File: src/rtl/dice_roller.sv
// dice_roller: conditions the raw roll button, draws two dice from free-running
// mod-6 counters and hands the result to the game FSM over valid/ack.
// Optional tumble animation phase: define DICE_ROLLER_TUMBLE_EN.
module dice_roller #(
    parameter int unsigned DEBOUNCE_CYCLES = 500000,
    parameter int unsigned TUMBLE_CYCLES   = 25000000
) (
    input  logic       clock,
    input  logic       reset,
    input  logic       roll_n,
    input  logic       result_ack,
    output logic [2:0] die1,
    output logic [2:0] die2,
    output logic [3:0] sum,
    output logic       result_valid,
    output logic       busy
);

    localparam int unsigned DEB_W = $clog2(DEBOUNCE_CYCLES + 1);

    // Reject parameter values that would make the timers meaningless.
    if (DEBOUNCE_CYCLES < 1 || TUMBLE_CYCLES < 1) begin : g_param_check
        $error("dice_roller: DEBOUNCE_CYCLES and TUMBLE_CYCLES must be at least 1");
    end

`ifdef DICE_ROLLER_TUMBLE_EN
    localparam int unsigned TUM_W = $clog2(TUMBLE_CYCLES + 1);
    typedef enum logic [1:0] {IDLE, TUMBLE, HOLD} state_e;
    logic [TUM_W-1:0] tcnt_q, tcnt_d;
    logic             busy_q, busy_d;
`else
    typedef enum logic {IDLE, HOLD} state_e;
`endif

    state_e             state_q, state_d;
    logic               sync1_q, sync1_d;
    logic               sync_q, sync_d;
    logic               deb_q, deb_d;
    logic               deb_last_q, deb_last_d;
    logic [DEB_W-1:0]   deb_cnt_q, deb_cnt_d;
    logic               press_q, press_d;
    logic [2:0]         c1_q, c1_d;
    logic [2:0]         c2_q, c2_d;
    logic [2:0]         die1_q, die1_d;
    logic [2:0]         die2_q, die2_d;
    logic [3:0]         sum_q, sum_d;
    logic               result_valid_q, result_valid_d;

    // Synchronizer, debouncer and falling-edge press detector.
    always_comb begin
        sync1_d    = roll_n;
        sync_d     = sync1_q;
        deb_d      = deb_q;
        deb_cnt_d  = '0;
        deb_last_d = deb_q;
        if (sync_q != deb_q) begin
            if (deb_cnt_q == DEB_W'(DEBOUNCE_CYCLES - 1)) begin
                deb_d = sync_q;
            end else begin
                deb_cnt_d = deb_cnt_q + DEB_W'(1);
            end
        end
        press_d = deb_last_q & ~deb_q;
    end

    // Free-running mod-6 counter pair used as the random source.
    always_comb begin
        c1_d = (c1_q == 3'd5) ? 3'd0 : c1_q + 3'd1;
        c2_d = c2_q;
        if (c1_q == 3'd5) begin
            c2_d = (c2_q == 3'd5) ? 3'd0 : c2_q + 3'd1;
        end
    end

    // Roll FSM: next state, dice latching and registered status outputs.
    always_comb begin
        state_d = state_q;
        die1_d  = die1_q;
        die2_d  = die2_q;
`ifdef DICE_ROLLER_TUMBLE_EN
        tcnt_d  = tcnt_q;
`endif
        unique case (state_q)
            IDLE: begin
                if (press_q) begin
                    die1_d = c1_q + 3'd1;
                    die2_d = c2_q + 3'd1;
`ifdef DICE_ROLLER_TUMBLE_EN
                    tcnt_d  = '0;
                    state_d = TUMBLE;
`else
                    state_d = HOLD;
`endif
                end
            end
`ifdef DICE_ROLLER_TUMBLE_EN
            TUMBLE: begin
                die1_d = c1_q + 3'd1;
                die2_d = c2_q + 3'd1;
                if (tcnt_q == TUM_W'(TUMBLE_CYCLES - 1)) begin
                    state_d = HOLD;
                end else begin
                    tcnt_d = tcnt_q + TUM_W'(1);
                end
            end
`endif
            HOLD: begin
                if (result_ack) begin
                    state_d = IDLE;
                end
            end
            default: state_d = IDLE;
        endcase
        sum_d          = {1'b0, die1_d} + {1'b0, die2_d};
        result_valid_d = (state_d == HOLD);
`ifdef DICE_ROLLER_TUMBLE_EN
        busy_d         = (state_d == TUMBLE);
`endif
    end

    // State and datapath registers.
    always_ff @(posedge clock or negedge reset) begin
        if (!reset) begin
            state_q        <= IDLE;
            sync1_q        <= 1'b1;
            sync_q         <= 1'b1;
            deb_q          <= 1'b1;
            deb_last_q     <= 1'b1;
            deb_cnt_q      <= '0;
            press_q        <= 1'b0;
            c1_q           <= 3'd0;
            c2_q           <= 3'd0;
            die1_q         <= 3'd0;
            die2_q         <= 3'd0;
            sum_q          <= 4'd0;
            result_valid_q <= 1'b0;
`ifdef DICE_ROLLER_TUMBLE_EN
            tcnt_q         <= '0;
            busy_q         <= 1'b0;
`endif
        end else begin
            state_q        <= state_d;
            sync1_q        <= sync1_d;
            sync_q         <= sync_d;
            deb_q          <= deb_d;
            deb_last_q     <= deb_last_d;
            deb_cnt_q      <= deb_cnt_d;
            press_q        <= press_d;
            c1_q           <= c1_d;
            c2_q           <= c2_d;
            die1_q         <= die1_d;
            die2_q         <= die2_d;
            sum_q          <= sum_d;
            result_valid_q <= result_valid_d;
`ifdef DICE_ROLLER_TUMBLE_EN
            tcnt_q         <= tcnt_d;
            busy_q         <= busy_d;
`endif
        end
    end

    assign die1         = die1_q;
    assign die2         = die2_q;
    assign sum          = sum_q;
    assign result_valid = result_valid_q;
`ifdef DICE_ROLLER_TUMBLE_EN
    assign busy         = busy_q;
`else
    assign busy         = 1'b0;
`endif

endmodule
File: config.mk
export PLATFORM = sky130hd
export DESIGN_NAME = dice_roller
export DESIGN_NICKNAME = d
export VERILOG_FILES = /design/src/rtl/dice_roller.sv
export SDC_FILE = /design/constraint.sdc
export NUM_CORES = 1
export LEC_CHECK = 0
export ABC_CLOCK_PERIOD_IN_PS = 2280
export BUFFER_PORTS_ARGS = -buffer_cell sky130_fd_sc_hd__buf_2
export CORE_MARGIN = 10
export CORE_UTILIZATION = 58
export CTS_CLUSTER_DIAMETER = 60
export DETAILED_ROUTE_END_ITERATION = 12
export GPL_TIMING_DRIVEN = 0
export PLACE_DENSITY = 0.78
export SKIP_LAST_GASP = 1
export SYNTH_ARGS = -nofsm -noshare
export SYNTH_HDL_FRONTEND = slang
export SYNTH_SLANG_ARGS = --single-unit
File: constraint.sdc
create_clock -name clock -period 2.28 [get_ports clock]
set_input_delay 0.228 -clock clock [delete_from_list [all_inputs] [get_ports clock]]
set_output_delay 0.228 -clock clock [all_outputs]
set_load 0.01 [all_outputs]
* After elaboration in Yosys (flattened, before gate mapping)
Cells that the tools add are included.
** Storage, ports and cells
- Bits of input ports :: 4
- Flip-flop bits (word level) :: 41
- Output and inout port bits :: 12
- Word-level logic and storage cells :: 35
** Cells by class
- Multiplexer cells :: 11
- Add/subtract/negate cells :: 4
- Bitwise logic cells :: 3
- Reductions and logical operators :: 1
- Equality and inequality tests :: 4
** Operator list (count)
- two-way mux 19 bit :: 2
- adder 19 x 1 -> 19 bit, second input constant :: 1
- equality test 19 bit, second input constant :: 1
- two-way mux 3 bit :: 6
- adder 3 x 1 -> 3 bit, second input constant :: 2
- equality test 3 bit, second input constant :: 2
- adder 3 x 3 -> 4 bit :: 1
- two-way mux 1 bit :: 2
- NOT 1 bit :: 2
- case mux 1 bit (2 select lines) :: 1
- AND reduction 2 bit :: 1
- AND 1 bit :: 1
- != test 1 bit :: 1

* Logic depth before layout (Yosys ltp)
- Word-level depth :: 4
- Mapped depth :: 8

* Worst setup path after synthesis
Ideal clock, no wire load.
- Kind :: reg-to-reg
- Start point :: reg, netlist name result_valid
- End point :: reg sum_q[2] (netlist: sum[2])
- Stages on the path, launching flop included :: 8
- Arrival :: 1668 ps
- Path buffers :: 1
- Library setup time :: 123 ps
- Period minus slack after synthesis :: 1791 ps
- Setup slack :: 489 ps
- Cells stage by stage :: dfrtp_1 -> inv_1 -> nand2_1 -> clkbuf_1 -> o21ai_0 -> ha_1 -> fa_1 -> xor2_1
** RTL lines
- end signal, assigned :: RTL line 153 : sum_q <= sum_d;
- end, declared :: RTL line 46 : logic [3:0] sum_q, sum_d;

==> flow_summary.yaml <==
yosys:
  ys_seq_area_share_pct: 52.9
  synth-seq-cells: 41
  synth_edf_count: 0
  synth_area_um2: 1950
  synth_top_area_share_pct: 47.5
  netlist_instances: 171
  synthTopCellsByArea: "dfrtp_1 (48%), xnor2_1 (7.6%), dfstp_2 (5.4%)"
  yosys_warnings: 0
  yosys.area.top_type: "dfrtp_1"
  async_flop_share_pct: 100
  yosys.cell_count.top_type: "dfrtp_1"
  syn_area_per_cell_um2: 11.4
  synth-main-ff-cell: "dfrtp_1"
  synth_fp_nets: 184
  synthDistinctLibCells: 34
  ys_top_cells_by_count: "dfrtp_1 (37), xnor2_1 (17), nor2_1 (13), nand2_1 (12), o21ai_0 (12)"
global_routing:
  grt_pass1_vias: 1359
  grt_pass1_wl_um: 6310
  antenna_found_initial: 0
  grt.overflow.total: 0
  grt_max_degree: 42
  track_usage_pct: 12.9
final_layout:
  antenna_cells: 0
  drive_gt1_share_pct: 24.6
  area_growth_pct: 12.7
  fin_nets: 207
  nFillCells: 239
  final_util_pct: 70.2
pwr:
  switching_share_pct: 20.5
  ir_drop_v: 0.000529
  power.leakage_nw: 1.01
  p_clk_share_pct: 42.7
  p_int_mw: 1.09
  p_seq_share_pct: 54.2
  combPwrFrac_pct: 3.1
  netSwitchingPower_uw: 280
  p_per_area_nw_per_um2: 623
sta:
  clock.fmax_mhz: 509
  rsz0062_at_grt: "false"
  fin_skew_ps: 9.70
  fin_crit_sh_pct: 86.2
  setup_viol: 0
  slew_headroom_pct: 41.2
  layout_min_cycle_time_ps: 1970
  tightest_slew_ps: 882
  hold_viol: 0
  setup-tns-final_ps: 0
  drv_slew: 0
routing:
  vias: 1300
  wl_um: 3500
  detail-route-antenna-nets: 0
  firstDrtPassIters: 4
  wire_per_inst_um: 14.6
  first_iter_violations: 99
  viasPerCell: 5.44
  drc_errors: 0
setup_path:
  crit_arrival_ps: 2230
  critPathKind: "flip-flop to flip-flop"
  crit_path_end_kind: "flip-flop"
  regToRegStartpoint: "result_valid"
  regToRegSetupSlack_ps: 310
  start_kind: "flip-flop"
  rr_endpoint: "sum[2]"
  cp.required_ps: 2550
  r2r_cells: 7
  cp_max_fo: 10
clocking:
  clkSinkCount: 41
  clkTransAtPathRegs_ps: 130
  insertion_delay_ps: 360
  cts_htree_levels: 2
  clk_path_buf_depth: 2
  cts_tree: "yes"
  cts-buffers-inserted: 5
  cts_root_buffer: "clkbuf_4"
  post_cts.repair.setup_buffers: 0
floorplan:
  ios: 16
  die_w_um: 78.0
  start_util_pct: 62.3
  die_y_um: 78.0
  die-area_um2: 6080
  rows: 20
  core_area_um2: 3130
outcome:
  status: "finished, final reports clean"
min_path:
  hold_class: "input pin to flip-flop"
  min_path_cells: 2
  min_to: "result_valid"
  min-delay-start: "result_ack"
job:
  cap_violations: 0
place:
  hpwl_um: 2540
  io_buffers: 14
  place.gp.congestion: 0.823
==> power by group through the flow <==
stage | registers (mW) | logic [mW] | clock network [mW]
6_report | 0.742 | 0.0418 | 0.584
5_1_grt | 0.743 | 0.0484 | 0.628
4_1_cts | 0.742 | 0.0432 | 0.593
3_5_place_dp | 0.755 | 0.0402 | 0
3_3_place_gp | 0.755 | 0.0390 | 0
2_1_floorplan | 0.754 | 0.0200 | 0
==> cell families (layout without fill, tap and decap cells) <==
logic type	Yosys count	in the layout	share of synthesized area (%)
adder cells (fa/ha/maj)	9	9	6.17
multiplexers	3	3	1.61
buffers and inverters	12	36	2.89
AO/OA/AOI/OAI	21	21	6.81
XOR/XNOR	19	19	8.54
flip-flops	41	41	52.9
AND/OR/NAND/NOR	65	65	20.9
other	1	1	0.192
==> final cells by class <==
| cell class | instances | area, um2 | share of cell area [%] |
|---|---|---|---|
| timing repair buffer | 16 | 90.1 | 4.10 |
| sequential | 41 | 1030 | 47.0 |
| tap | 44 | 55.1 | 2.51 |
| multi-input combinational | 118 | 861 | 39.2 |
| clock inverter | 3 | 65.1 | 2.96 |
| clock buffer | 5 | 37.5 | 1.71 |
| buffer | 3 | 22.5 | 1.03 |
| inverter | 9 | 33.8 | 1.54 |
==> layer usage <==
metal  wire [um]  track usage, %  up-vias
met5           0               0        -
met4          50            6.27        0
met3         170            3.92        7
met2        1670            20.4       28
met1        1600            15.6      639
li1            -               -      626
==> what timing repair did <==
action	in CTS	in global routing
hold endpoints to repair	24	0
resized for setup	0	0
hold buffers	2	0
==> worst max-delay path, cell delays in order, from the launching register on <==
cell      delay (ps)
dfrtp_1          360
inv_1             50
nand2_1          120
clkbuf_1         340
o21ai_0          190
ha_1             260
fa_1             380
xor2_1           170
==> cells in the final DEF (no fill, tap or decap), drive strengths merged, types with 6 or more instances in the layout <==
master  instances
dfrtp          37
nor2           23
xnor2          17
buf            16
nand2          12
o21ai          12
inv             9
nand3           9
ha              8
nand4           7
nor4            7
clkbuf          6
==> state kept, by name, indices dropped and copies added, names as in the netlist, named ones only <==
register,cells
deb_last_q,1
c2_q,3
sync1_q,1
press_q,1
c1_q,3
result_valid,1
sync_q,1
deb_cnt_q,19
deb_last_d,1
die2,2
die1,3
sum,4
==> how the worst max path moves through the flow <==
stage,cells after the start,startpoint,slack [ps],endpoint
2_1_floorplan,7,result_valid,490,sum[2]
3_3_place_gp,7,result_valid,380,sum[3]
3_5_place_dp,7,result_valid,340,sum[3]
4_1_cts,7,result_valid,280,sum[3]
5_1_grt,7,result_valid,100,sum[3]
6_report,7,result_valid,310,sum[2]
==> stage by stage <==
stage	cells	setup slack [ps]	total power [mW]	area (um2)	hold WS [ps]
floorplan	171	489	0.774	1950	-67.6
global placement	229	375	0.794	2070	336
detailed placement	229	336	0.796	2070	334
CTS	239	279	1.38	2200	20.3
global route	239	101	1.42	2200	26.0
finish	239	315	1.37	2200	27.9
Power figures use the tool's default switching activity.
